===== config.mk =====
export PLATFORM = sky130hd
export DESIGN_NAME = bcd_serial_deserializer
export DESIGN_NICKNAME = d
export VERILOG_FILES = /design/src/rtl/bcd_serial_deserializer_pkg.sv /design/src/rtl/bcd_serial_deserializer_fifo.sv /design/src/rtl/bcd_serial_deserializer.sv
export SDC_FILE = /design/constraint.sdc
export NUM_CORES = 1
export LEC_CHECK = 0
export CAP_MARGIN = 10
export CORE_MARGIN = 1.5
export CORE_UTILIZATION = 40
export CTS_CLUSTER_DIAMETER = 50
export DETAILED_ROUTE_END_ITERATION = 16
export GPL_TIMING_DRIVEN = 1
export SLEW_MARGIN = 5
export SYNTH_ARGS = -nofsm -noshare
export SYNTH_HDL_FRONTEND = slang
export SYNTH_SLANG_ARGS = --single-unit
export TNS_END_PERCENT = 100

===== constraint.sdc =====
create_clock -name Clk -period 2.49 [get_ports Clk]
set_clock_uncertainty 0.1 [all_clocks]
set_input_delay 0.249 -clock Clk [delete_from_list [all_inputs] [get_ports Clk]]
set_output_delay 0.249 -clock Clk [all_outputs]
set_load 0.05 [all_outputs]

===== src/rtl/bcd_serial_deserializer_pkg.sv =====
// bcd_pkg: shared constants for the serial BCD deserializer slice.
//   DIGIT_W        width of one BCD digit
//   BCD_MAX        largest legal BCD code
//   BITS_PER_DIGIT serial bits that make up one digit
package bcd_pkg;
  localparam int          DIGIT_W        = 4;
  localparam logic [3:0]  BCD_MAX        = 4'd9;
  localparam int          BITS_PER_DIGIT = 4;
endpackage


===== src/rtl/bcd_serial_deserializer_fifo.sv =====
// bcd_digit_fifo: small digit FIFO with a registered head output.
//   Clk, Rst   clock, async active-low reset
//   push/din   write request and digit
//   pop/dout   read request and registered head digit (holds when empty)
//   full/empty occupancy flags
//   count      occupancy 0..DEPTH
// A push while full is accepted only if a pop happens in the same cycle.
module bcd_digit_fifo
  import bcd_pkg::*;
#(
  parameter int DEPTH = 4,
  parameter int AW    = 2
) (
  input  logic               Clk,
  input  logic               Rst,
  input  logic               push,
  input  logic [DIGIT_W-1:0] din,
  input  logic               pop,
  output logic [DIGIT_W-1:0] dout,
  output logic               full,
  output logic               empty,
  output logic [AW:0]        count
);
  localparam logic [AW:0] FULL_CNT = (AW+1)'(DEPTH);

  logic [DIGIT_W-1:0] mem [DEPTH];
  logic [AW-1:0]      wr_ptr, rd_ptr, rd_nxt;
  logic               wr_ok, rd_ok;

  assign full   = (count == FULL_CNT);
  assign empty  = (count == '0);
  assign rd_ok  = pop && !empty;
  assign wr_ok  = push && (!full || rd_ok);
  assign rd_nxt = rd_ptr + AW'(1);

  always_ff @(posedge Clk) begin
    if (wr_ok) mem[wr_ptr] <= din;
  end

  always_ff @(posedge Clk or negedge Rst) begin
    if (!Rst) begin
      wr_ptr <= '0;
      rd_ptr <= '0;
      count  <= '0;
      dout   <= '0;
    end else begin
      if (wr_ok) wr_ptr <= wr_ptr + AW'(1);
      if (rd_ok) rd_ptr <= rd_nxt;
      case ({wr_ok, rd_ok})
        2'b10:   count <= count + (AW+1)'(1);
        2'b01:   count <= count - (AW+1)'(1);
        default: ;
      endcase
      // Head register tracks the entry that will sit at rd_ptr after this edge.
      // When full with push+pop, wr_ptr==rd_ptr, so the next head comes from
      // rd_nxt and is never the slot being overwritten.
      if (rd_ok) begin
        if (count > (AW+1)'(1)) dout <= mem[rd_nxt];
        else if (wr_ok)         dout <= din;
      end else if (wr_ok && empty) begin
        dout <= din;
      end
    end
  end
endmodule


===== src/rtl/bcd_serial_deserializer.sv =====
// bcd_serial_deserializer: reassembles LSB-first serial BCD digits, drops
// non-BCD nibbles, queues good digits and drains them over valid/ready.
//   Clk, Rst     clock, async active-low reset
//   Din, Din_en  serial bit and its qualifier
//   Sync         restart digit assembly (partial nibble discarded)
//   Digit        FIFO head digit; Digit_valid = FIFO non-empty
//   Digit_ready  consumer accept
//   Bad_digit    one-cycle pulse after a nibble >9 is dropped
//   Ovf          sticky: good digit lost to a full FIFO
//   Count        FIFO occupancy
module bcd_serial_deserializer
  import bcd_pkg::*;
#(
  parameter int DEPTH = 4,
  parameter int AW    = 2
) (
  input  logic               Clk,
  input  logic               Rst,
  input  logic               Din,
  input  logic               Din_en,
  input  logic               Sync,
  output logic [DIGIT_W-1:0] Digit,
  output logic               Digit_valid,
  input  logic               Digit_ready,
  output logic               Bad_digit,
  output logic               Ovf,
  output logic [AW:0]        Count
);
  logic [1:0]         bit_cnt, cnt_eff;
  logic [2:0]         sr, sr_eff, sr_nxt;
  logic [DIGIT_W-1:0] nibble;
  logic               complete, good, bad, pop, full, empty;

  // Sync acts as if assembly state were already cleared this cycle.
  assign cnt_eff  = Sync ? 2'd0 : bit_cnt;
  assign sr_eff   = Sync ? 3'd0 : sr;
  assign complete = Din_en && (cnt_eff == 2'(BITS_PER_DIGIT-1));
  assign nibble   = {Din, sr_eff};
  assign good     = complete && (nibble <= BCD_MAX);
  assign bad      = complete && (nibble >  BCD_MAX);
  assign pop      = Digit_valid && Digit_ready;

  always_comb begin
    sr_nxt = sr_eff;
    if (Din_en) begin
      case (cnt_eff)
        2'd0:    sr_nxt[0] = Din;
        2'd1:    sr_nxt[1] = Din;
        2'd2:    sr_nxt[2] = Din;
        default: ;
      endcase
    end
  end

  always_ff @(posedge Clk or negedge Rst) begin
    if (!Rst) begin
      bit_cnt   <= '0;
      sr        <= '0;
      Bad_digit <= 1'b0;
      Ovf       <= 1'b0;
    end else begin
      bit_cnt   <= Din_en ? cnt_eff + 2'd1 : cnt_eff;
      sr        <= sr_nxt;
      Bad_digit <= bad;
      if (good && full && !pop) Ovf <= 1'b1;
    end
  end

  bcd_digit_fifo #(.DEPTH(DEPTH), .AW(AW)) u_fifo (
    .Clk   (Clk),
    .Rst   (Rst),
    .push  (good),
    .din   (nibble),
    .pop   (pop),
    .dout  (Digit),
    .full  (full),
    .empty (empty),
    .count (Count)
  );

  assign Digit_valid = !empty;
endmodule

==> key figures <==
Clock network
  – Post-CTS sizing: 0
  – CTS tree: built
  – Hold_buf cts: 0
  – Worst skew pair latency: 0.28 ns
  – Clock sink count: 34
  – Num CTS Buffers: 5
  – Worst-case clock buffer depth: 2
  – Root Driver: clkbuf_8
  – Post CTS Setup Buffer Count: 0
  – Max H-tree Level: 2
  – Clock transition at the registers of the reported paths: 0.07 ns

Routing
  – DR vias/cell: 4.93
  – 1st-iter DRT viols: 47
  – Total wire length: 2.75 mm
  – DR pass1 iterations: 4
  – Via count: 922
  – DRC viols: 0
  – Final ANT Viol Nets: 0
  – Avg WL per Cell: 14.7 um

Global routing
  – Vias in the first global route: 973
  – Gr ovfl total: 0
  – Initial antenna violation count: 0
  – Largest net degree at the start of global routing: 19
  – Global-route total usage across every layer: 15.0%
  – Global-route wire length before repair: 4.77 mm

Synth
  – Cell taking the most area after synthesis: edfxtp_1
  – Top cells by instance count after synthesis: dfrtp_1 (18), edfxtp_1 (16), ha_1 (12), inv_1 (9), nand2_1 (8)
  – Synth top area cells: edfxtp_1 (30%), dfrtp_1 (28%), ha_1 (9.4%)
  – Number of flops mapped to enable cells by yosys: 16
  – Top cell type's share of synthesized area: 30.0%
  – Seq/Total Area, Yosys: 58.0%
  – Mapped Nets: 136
  – Post-Synthesis Cells: 118
  – Most common cell in the netlist: dfrtp_1
  – Post-synth top flop: dfrtp_1
  – Synth Warn #: 0
  – Syn Area/Cell: 13.6 um2
  – Netlist cell types: 30
  – Register bit total from synthesis: 34
  – Post-Syn Area: 1600 um2
  – Share of flip-flops with an asynchronous set or reset: 52.9%

Run status
  – Status: finished, final reports clean

Timing
  – Worst slew pin tran: 0.815 ns
  – Final setup viols: 0
  – Achievable Freq: 0.444 GHz
  – Max Slew Vio Count: 0
  – Hold Vio Cnt, Final: 0
  – Final min period: 2.25 ns
  – RSZ-0062 raised after global routing: no
  – Relative slew margins: 45.5%
  – Fin Setup TNS: 0 ns
  – Final period util: 90.4%

Critical path
  – Worst path cell trace: inv_1 > ha_1 > nand2b_1 > clkdlybuf4s50_1
  – Crit path DAT: 1.90 ns
  – Type of destination of the critical path: output pin
  – CP max FO: 5
  – R2R setup slack: 0.48 ns
  – Reg2Reg Capture Point: u_fifo.count[2]
  – Reg2reg start: u_fifo.count[1]
  – Critical path startpoint: u_fifo.count[1]
  – CP peak stage delay: 0.81 ns
  – Critical path class: reg2out
  – Worst path slowest cell: clkdlybuf4s50_1
  – Critical Path RT: 2.14 ns
  – Worst Setup EP: Digit_valid
  – Startpoint Class: register
  – Worst Reg-to-Reg Cells: 8

Power
  – PwrDens: 1050 nW/um2
  – Leak pwr: 0.773 nW
  – VDD IR-drop max: 0.000390 V

Placed design
  – PortBufs: 15
  – Detailed placement HPWL: 2.06 mm
  – Placed cells: 179
  – Gpl congestion: 0.825

Die
  – Core area: 3740 um2
  – Die Y: 66.3 um
  – Die X: 66.3 um
  – Starting density of the core: 42.8%
  – # rows: 22
  – Die area: 4400 um2
  – Top Ports: 16

Job
  – Max Cap Viol: 0

Cells and area
  – Ant diodes: 0
  – Finished Layout Cells: 187
  – Layout Utilization: 50.3%
  – Synth-to-layout area growth: 17.5%
  – Layout cell share with drive strength beyond 1: 10.1%
  – Fill cell count: 341
  – Final nets: 156

Worst hold path
  – Worst hold-check path type: in2async
-- worst min path at each step --
stage               from             end  slack, ns  cells past startpoint
floorplan            Rst       Bad_digit      -0.15                      0
global placement     Ovf             Ovf       0.37                      1
detailed placement   Ovf             Ovf       0.37                      1
CTS                  Rst  u_fifo.dout[3]       0.36                      1
global route         Ovf             Ovf       0.42                      1
finish               Rst  u_fifo.dout[3]       0.34                      1
-- cell type report --
cell class,instances,area [um2],area share (%)
Clock inverter,2,8.76,0.465
Timing Repair Buffer,17,165,8.76
Sequential cell,34,931,49.4
Clock buffer,6,72.6,3.85
Tap cell,48,60.1,3.19
Multi-Input combinational cell,70,609,32.3
Inverter,10,37.5,1.99
-- cells by family (layout without fill, tap and decap cells) --
logic type	count (synthesis)	count (layout)	synth area share, %
XOR/XNOR	7	7	3.82
multiplexers	7	7	7.49
adder cells (fa/ha/maj)	12	12	9.36
AO/OA/AOI/OAI	14	14	6.86
flip-flops	34	34	58.0
AND/OR/NAND/NOR	30	30	10.5
buffers and inverters	14	35	3.98
-- flip-flops by register name (all words and copies together), names as in the netlist --
name / cells
Bad_digit: 1
u_fifo.dout: 4
u_fifo.rd_ptr: 2
u_fifo.mem: 16
bit_cnt: 2
u_fifo.wr_ptr: 2
Ovf: 1
sr: 3
u_fifo.count: 3
-- worst max-delay path: cells and delay by family (launching register included) --
family | cells | cell delay (ns)
buf+inv | 2 | 0.89
fa+ha+maj | 1 | 0.21
simple gates | 1 | 0.11
flops | 1 | 0.42
-- per-stage QoR --
stage	total power, W	area (um2)	hold WS [ns]	setup slack (ns)
after floorplan	0.00139	1600	-0.147	0.00431
final	0.00198	1880	0.335	0.238
after global placement	0.00161	1800	0.366	0.213
after global routing	0.00211	1880	0.422	0.127
after detailed placement	0.00162	1800	0.371	0.122
after CTS	0.00201	1880	0.364	0.216
-- power by group --
group	total [W]	switching, W	internal [W]
logic	0.000794	0.000457	0.000338
registers	0.000806	0.000112	0.000694
clock network	0.000382	0.000190	0.000192
total	0.00198	0.000758	0.00122
-- routing by layer --
| metal | routed length (um) | track usage [%] | up-vias |
|---|---|---|---|
| li1 | - | - | 454 |
| met1 | 1380 | 21.0 | 446 |
| met2 | 1230 | 22.1 | 18 |
| met3 | 107 | 4.60 | 4 |
| met4 | 21 | 5.36 | 0 |
| met5 | 0 | 0 | - |
-- layout by cell type (no fill, tap or decap), types with 5 or more instances in the layout --
master,n
dfrtp_1,18
and2_1,5
inv_1,9
edfxtp_1,16
clkbuf_8,5
clkdlybuf4s50_1,15
xnor2_1,5
nand2_1,8
ha_1,12
Note: power is estimated with default switching activity, not from simulation.
